[config.mk]
export PLATFORM = sky130hd
export DESIGN_NAME = accumulator
export DESIGN_NICKNAME = d
export VERILOG_FILES = /design/src/rtl/accumulator.sv
export SDC_FILE = /design/constraint.sdc
export NUM_CORES = 1
export LEC_CHECK = 0
export CORE_MARGIN = 2
export CORE_UTILIZATION = 44
export CTS_CLUSTER_DIAMETER = 30
export DETAILED_ROUTE_END_ITERATION = 10
export PLACE_DENSITY_LB_ADDON = 0.2
export SLEW_MARGIN = 0
export SYNTH_ARGS = -nofsm -noshare
export SYNTH_HDL_FRONTEND = slang
export SYNTH_SLANG_ARGS = --single-unit
[constraint.sdc]
create_clock -name clk -period 2.05 [get_ports clk]
set_clock_uncertainty 0.05 [all_clocks]
set_input_delay 0.5125 -clock clk [delete_from_list [all_inputs] [get_ports clk]]
set_output_delay 0.5125 -clock clk [all_outputs]
set_load 0.02 [all_outputs]
[src/rtl/accumulator.sv]
// Free-running unsigned wrap-around accumulator with per-cycle carry and sticky overflow.
// Plain ports in fixed positional order so legacy 4-port instantiations (in, out, clk, reset) still bind.
module accumulator #(
    parameter int WIDTH = 16
) (
    input  logic [WIDTH-1:0] in,
    output logic [WIDTH-1:0] out,
    input  logic             clk,
    input  logic             reset,
    output logic             carry,
    output logic             ovf
);
    logic [WIDTH:0] sum;

    // One extra bit catches the carry-out of the WIDTH-bit add.
    assign sum = {1'b0, out} + {1'b0, in};

    always_ff @(posedge clk or negedge reset) begin
        if (!reset) begin
            out   <= '0;
            carry <= 1'b0;
            ovf   <= 1'b0;
        end else begin
            out   <= sum[WIDTH-1:0];
            carry <= sum[WIDTH];
            ovf   <= ovf | sum[WIDTH];
        end
    end
endmodule

==> out/results.txt, run 1 <==
Status: finished with violations
Failing checks: negative setup slack
Crit Path Class: reg -> reg
Ant. Diodes: 0
Die width: 59.7 um
Vias in the first global route: 1427
Post-synthesis simple-gate area fraction: 15.9%
Total CTS buffers: 3
Buf/Inv on CP: 0
Worst Path Max Fanout: 3
Leakage power: 0.00104 uW
First-pass GRT wire length: 6.27 mm
Root buf cell: clkbuf_4
Most used DFF post-synth: dfrtp_1
RSZ-0062 raised after global routing: yes
Period minus WS final: 2.22 ns
Post-route ant nets: 0
Core area: 3000 um^2
Crit-path cells: ha_4 -> fa_2 -> a21o_1 -> a221oi_4 -> nor4_4 -> a221o_1 -> a31oi_1
Worst Setup End Kind: flop
Total die area: 3560 um^2
Hold Vio Cnt, Final: 0
Dpl cell area: 2030 um^2
Filler cells: 197
Synthesized flop and latch total: 18
Peak VDD IR: 1.23 mV
Synthesis-to-finish area growth: 74.9%
Tcrit/Tclk final: 108%
Clock transition at path regs: 0.11 ns
GPL Wtd Cong: 0.848
Cell variety after synth: 43
Share of cells above drive strength 1: 37.8%
Largest buffer count on any clock path: 2
Remaining Overflow, GRT: 0
Syn_nets: 179
Syn_area_per_cell: 9.47 um^2
Max Cap Viol: 0
Synth Area in Compound Gates: 25.0%
CTS tree: built
Sw power: 1910 uW
DRT Wirelength: 4.18 mm
Slowest Stage Delay on Critical Path: 0.43 ns
Vias: 1476
Asr flop ratio synth: 100%
Gate Count Post-Synth: 144
Crit-path leading delay family: compound AO/OA/AOI/OAI gates
Post-Syn Area: 1360 um^2
Synthesis warning total: 0
# hold bufs at CTS: 0
DP Wirelength: 2.74 mm
Critical Path AT: 2.39 ns
Worst relative slew slack: 73.4%
Initial antenna violation count: 0
CTS sink cnt: 18
Power share of the clock group: 5.5%
GRT Resource Usage Total: 23.3%
Largest area contributor in the netlist: dfrtp_1
Starting Density: 45.4%
Site row count: 20
Required time worst endpoint: 2.23 ns
Slowest-stage cell, CP: dfrtp_1
Final setup fails: 6
Largest family of logic cells by synthesized area: compound AO/OA/AOI/OAI gates
Switching share of total power: 44.1%
Adder-Cell Fraction of Synth Area: 16.1%
Fin area: 2380 um^2
Die Span Y: 59.7 um
Sequential share of the synthesized area: 33.0%
Post-synthesis mux area share: 2.29%
Worst min path class: reg -> reg
Fin. max-slew vios: 0
Pin count of the biggest net entering global routing: 19
Pwr/cell area: 1820 nW/um^2
Vias per cell: 5.79
DRC Markers: 0
Internal power: 2420 uW
Num ports: 36
Maximum clock frequency: 0.451 GHz
Final #Nets: 258
Area share of the largest cell type after synthesis: 33.0%
Port bufs: 35
Synth top area cells: dfrtp_1, ha_1, a21oi_1
Startpoint class of the critical path: flop
XOR/XNOR share of the synthesized area: 5.14%
Fin Setup TNS: -0.499 ns
Sequential share of power: 16.2%
DR iter-0 viols: 66
Least-Margin Pin Slew: 0.398 ns
DR pass1 iterations: 4
Combinational Power Share: 78.3%
EDFF count, synth: 0
Worst-skew pair later-pin latency: 0.31 ns
PnR worst setup slack: -0.165 ns
Drt wl/cell: 16.4 um
H-tree levels: 1
registers in the layout, summed over array words and instances (netlist names):
| name | flops |
|---|---|
| ovf | 1 |
| carry | 1 |
| out | 16 |
cells in the final DEF (no fill, tap or decap), drive strengths merged, types with 2 or more instances in the layout:
master,synthesis,layout
ha,16,16
o211ai,4,4
clkdlybuf4s15,0,2
mux2i,2,2
dlygate4sd2,0,5
dfrtp,18,18
clkbuf,1,4
o21ai,5,5
nand3,4,4
a211oi,3,3
a31oi,2,2
xnor2,6,6
a2111oi,2,2
a221oi,2,2
clkdlybuf4s50,0,25
a21o,5,5
buf,4,44
xor2,2,2
nand4,2,2
and3,3,3
nand2,12,12
nor2,8,8
dlymetal6s2s,0,3
o21a,4,4
o21bai,3,3
nand3b,2,2
nor4,3,3
a21oi,12,12
inv,3,3
nand2b,2,2
nor3,2,2
worst register-to-register path, cell delays in order (launching register included):
cell,delay (ns)
dfrtp_1,0.43
ha_4,0.17
fa_2,0.35
a21o_1,0.21
a221oi_4,0.36
nor4_4,0.07
a221o_1,0.32
a31oi_1,0.17
metal layers:
metal	global-route usage [%]	vias up	share of wire (%)
li1	-	710	-
met1	28.9	709	42
met2	40.2	46	52
met3	2.38	11	4.4
met4	11.1	0	2.4
met5	0	-	0
synthesized netlist by cell type (2+ instances only):
cell type and instances:
nand3_1 4, o21ai_1 2, xnor2_1 6, o211ai_1 4, nand4_1 2, ha_1 16
a211oi_1 3, nand2b_1 2, a31oi_1 2, xor2_1 2, and3_1 3, o21bai_1 3
buf_2 4, nand2_1 12, inv_1 3, a21o_1 5, nor3_1 2, nor2_1 8
a21oi_1 11, mux2i_1 2, dfrtp_1 18, nor4_1 2, nand3b_1 2, o21a_1 4
a2111oi_0 2, o21ai_0 3
stage by stage:
| step | power (uW) | utilization, % | worst slack (ns) | hold slack [ns] | std cells |
|---|---|---|---|---|---|
| 6_report | 4330 | 79.4 | -0.165 | 0.455 | 255 |
| 5_1_grt | 4610 | 79.4 | -0.234 | 0.491 | 255 |
| 4_1_cts | 3920 | 74.3 | -0.120 | 0.466 | 251 |
| 3_5_place_dp | 3340 | 67.7 | -0.809 | 0.439 | 245 |
| 3_3_place_gp | 3260 | 67.7 | -0.713 | 0.411 | 245 |
| 2_1_floorplan | 2180 | - | -0.122 | 0.167 | 144 |
layout make-up:
cell class / instances / area [um^2] / area share (%)
Multi-Input combinational cell: 118 / 1160 / 48.6
Timing Repair Buffer: 79 / 686 / 28.8
Sequential cell: 18 / 452 / 18.9
Tap cell: 33 / 41.3 / 1.73
Clock buffer: 4 / 36.3 / 1.52
Inverter: 3 / 11.3 / 0.472
power groups by stage:
| stage | Sequential [uW] | Clock, uW | Combinational, uW |
|---|---|---|---|
| finish | 701 | 238 | 3390 |
| detailed placement | 659 | 0 | 2680 |
| global placement | 653 | 0 | 2610 |
| global route | 718 | 248 | 3640 |
| CTS | 679 | 242 | 3000 |
| floorplan | 865 | 0 | 1310 |
path summary, 6_finish.rpt:
kind	startpoint	cells past startpoint	slack, ns	to
max	out[0]$_DFF_PN0_	7	-0.17	out[14]$_DFF_PN0_
min	ovf$_DFF_PN0_	1	0.45	ovf$_DFF_PN0_
max in group asynchronous	reset	2	1.24	out[1]$_DFF_PN0_
min in group asynchronous	reset	2	0.47	out[9]$_DFF_PN0_
max reg2reg	out[0]$_DFF_PN0_	7	-0.17	out[14]$_DFF_PN0_
min reg2reg	ovf$_DFF_PN0_	1	0.45	ovf$_DFF_PN0_
kinds of logic (layout without fill, tap and decap cells):
logic type,after synthesis,count (layout)
AOI/OAI and AO/OA,48,48
buffers and inverters,8,86
and+or+nand+nor,42,42
adders and majority gates,17,17
muxes,3,3
xor gates and xnor gates,8,8
DFF,18,18
repair_timing:
action | in CTS | in global routing
pin swaps | 17 | 16
resized for setup | 32 | 21
setup buffers | 2 | 4
endpoints found under the setup margin | 11 | 12
No activity file was read; power rests on OpenSTA's default activity.
==> inputs of run 2 (changes only) <==
- GPL_ROUTABILITY_DRIVEN: unset -> 1
==> results of run 2 <==
Same layout as run 1: the final DEF is identical, and so are final timing and power.
==> inputs of run 3 (changes only) <==
- ABC_AREA: unset -> 0
- CORE_UTILIZATION: 44 -> 48
- HOLD_SLACK_MARGIN: unset -> 0.1
- clock period: 2.05 -> 2.1 ns (I/O delays scaled with it)
==> run 3 against run 2 <==
  * The run still ends with negative setup slack left
  * Die area fell by 7.8%
  * Sequential cell count did not move
  * Register-to-register slack improved by 0.08 ns
  * First-iteration DRC count fell by 53%
  * Sequential share of layout area rose by 1.2 points
  * Cell area fell by 6.2%
  * Hold slack got worse by 0.016 ns
  * Count of clock-buffer cells in the layout did not move
  * Wire length fell by 0.19%
  * Clock power fell by 3%
  * Cell count fell by 4.7%
  * Highest routed layer unchanged
==> out/results.txt, run 3 (synthesis results as in run 1) <==
Port bufs: 35 (unchanged)
Critical Path AT: 2.40 ns (was 2.39 ns)
Die Span Y: 57.3 um (was 59.7 um)
Power share of the clock group: 5.9% (was 5.5%)
CTS tree: built (unchanged)
Synthesis-to-finish area growth: 63.9% (was 74.9%)
Combinational Power Share: 76.9% (was 78.3%)
Die width: 57.3 um (was 59.7 um)
CTS sink cnt: 18 (unchanged)
Pwr/cell area: 1760 nW/um^2 (was 1820 nW/um^2)
DR pass1 iterations: 4 (unchanged)
Post-route ant nets: 0 (unchanged)
Worst Path Max Fanout: 3 (unchanged)
DR iter-0 viols: 31 (was 66)
Internal power: 2150 uW (was 2420 uW)
Leakage power: 0.000961 uW (was 0.00104 uW)
Pin count of the biggest net entering global routing: 19 (unchanged)
Worst min path class: reg -> reg (unchanged)
# hold bufs at CTS: 0 (unchanged)
Status: finished with violations (unchanged)
Largest regs: out x16, carry x1, ovf x1 (unchanged)
Ant. Diodes: 0 (unchanged)
Drt wl/cell: 17.2 um (was 16.4 um)
Worst relative slew slack: 72.9% (was 73.4%)
Initial antenna violation count: 0 (unchanged)
Commonest non-fill, non-tap cell in the layout: buf_4 (unchanged)
Filler cells: 152 (was 197)
Most frequent cells in the layout: buf_4, clkdlybuf4s50_1, dfrtp_1, nand2_1, a21oi_1 (unchanged)
Max Cap Viol: 0 (unchanged)
Maximum clock frequency: 0.454 GHz
DRT Wirelength: 4.17 mm (was 4.18 mm)
Share of cells above drive strength 1: 32.5% (was 37.8%)
Period minus WS final: 2.20 ns
Post-Place Cells: 235 (was 245)
Crit Path Class: in -> reg (was reg -> reg)
Clock transition at path regs: 0.12 ns (was 0.11 ns)
Final #Nets: 248 (was 258)
DRC Markers: 0 (unchanged)
Vias per cell: 5.97 (was 5.79)
GRT Resource Usage Total: 26.3% (was 23.3%)
Sw power: 1780 uW (was 1910 uW)
Switching share of total power: 45.3% (was 44.1%)
Top reg by flops: out (unchanged)
Required time worst endpoint: 2.29 ns (was 2.23 ns)
H-tree levels: 1 (unchanged)
Number of flip-flops in the largest register: 16 (unchanged)
Failing checks: negative setup slack (unchanged)
Peak VDD IR: 1.42 mV (was 1.23 mV)
PnR worst setup slack: -0.103 ns (was -0.165 ns)
Vias in the first global route: 1486 (was 1427)
Starting Density: 49.9% (was 45.4%)
Site row count: 19 (was 20)
Least-Margin Pin Slew: 0.397 ns (was 0.398 ns)
Largest buffer count on any clock path: 2 (unchanged)
Hold Vio Cnt, Final: 0 (unchanged)
Sequential share of power: 17.2% (was 16.2%)
Total die area: 3280 um^2 (was 3560 um^2)
Final setup fails: 3 (was 6)
Total CTS buffers: 3 (unchanged)
Fin cells: 243 (was 255)
RSZ-0062 raised after global routing: yes (unchanged)
First-pass GRT wire length: 6.64 mm (was 6.27 mm)
Tcrit/Tclk final: 105%
Root buf cell: clkbuf_4 (unchanged)
GPL Wtd Cong: 0.898 (was 0.848)
Core area: 2730 um^2 (was 3000 um^2)
DP Wirelength: 2.94 mm (was 2.74 mm)
Worst-skew pair later-pin latency: 0.31 ns (about the same)
Min Hold Slack: 0.439 ns (was 0.455 ns)
Num ports: 36 (unchanged)
Remaining Overflow, GRT: 0 (unchanged)
Startpoint class of the critical path: primary input (was flop)
Worst Setup End Kind: flop (unchanged)
Vias: 1451 (was 1476)
Fin. max-slew vios: 0 (unchanged)
==> run 3: power groups by stage <==
stage / Sequential [uW] / Combinational (uW) / Clock (uW)
5_1_grt: 690 / 3230 / 247
6_report: 675 / 3020 / 232
4_1_cts: 665 / 2820 / 231
3_3_place_gp: 638 / 2420 / 0
2_1_floorplan: 844 / 1280 / 0
3_5_place_dp: 646 / 2540 / 0
==> run 3: per-layer routing <==
| metal | track usage, % | share of wire [%] |
|---|---|---|
| met5 | 0 | 0 |
| met4 | 9.97 | 2.4 |
| met3 | 5.44 | 3.8 |
| met2 | 49.3 | 54 |
| met1 | 29.0 | 40 |
==> run 3: final timing paths <==
path	startpoint	end	slack (ns)	depth (start not counted)
max reg2reg	out[0]$_DFF_PN0_	out[8]$_DFF_PN0_	-0.09	8
max in group asynchronous	reset	out[13]$_DFF_PN0_	1.30	2
min	ovf$_DFF_PN0_	ovf$_DFF_PN0_	0.44	1
min in group asynchronous	reset	out[1]$_DFF_PN0_	0.48	2
min reg2reg	ovf$_DFF_PN0_	ovf$_DFF_PN0_	0.44	1
max	in[0]	out[8]$_DFF_PN0_	-0.10	9
==> run 3: stage by stage <==
stage / setup TNS [ns] / utilization [%] / setup slack [ns] / area [um^2] / power [uW]
final: -0.300 / 81.8 / -0.103 / 2240 / 3930
after CTS: -0.358 / 78.7 / -0.117 / 2150 / 3710
after detailed placement: -7.07 / 72.0 / -0.778 / 1970 / 3180
after floorplan: -0.168 / - / -0.0847 / 1380 / 2130
after global placement: -6.11 / 72.0 / -0.646 / 1970 / 3060
after global routing: -0.585 / 81.8 / -0.151 / 2240 / 4170
==> run 3: layout make-up <==
type / instances / area (um^2) / area share (%)
multi-input cells: 118 / 1090 / 48.9
repair buffers: 69 / 607 / 27.1
flip-flops and latches: 18 / 450 / 20.1
well taps: 31 / 38.8 / 1.73
clock buffers: 4 / 36.3 / 1.62
inverters: 3 / 11.3 / 0.504
==> run 3: critical path: stages <==
cell             delay (ns)
clkdlybuf4s15_1        0.20
ha_4                   0.18
fa_2                   0.34
a21o_1                 0.23
a221oi_4               0.34
o21bai_1               0.17
buf_4                  0.17
a21oi_4                0.12
xnor2_1                0.13
==> run 3: timing repair <==
action                                  CTS  global route
endpoints found under the setup margin   12            11
resized for setup                        23            14
pin swaps                                14            17
gates cloned                              0             0
buffers inserted                          4             0
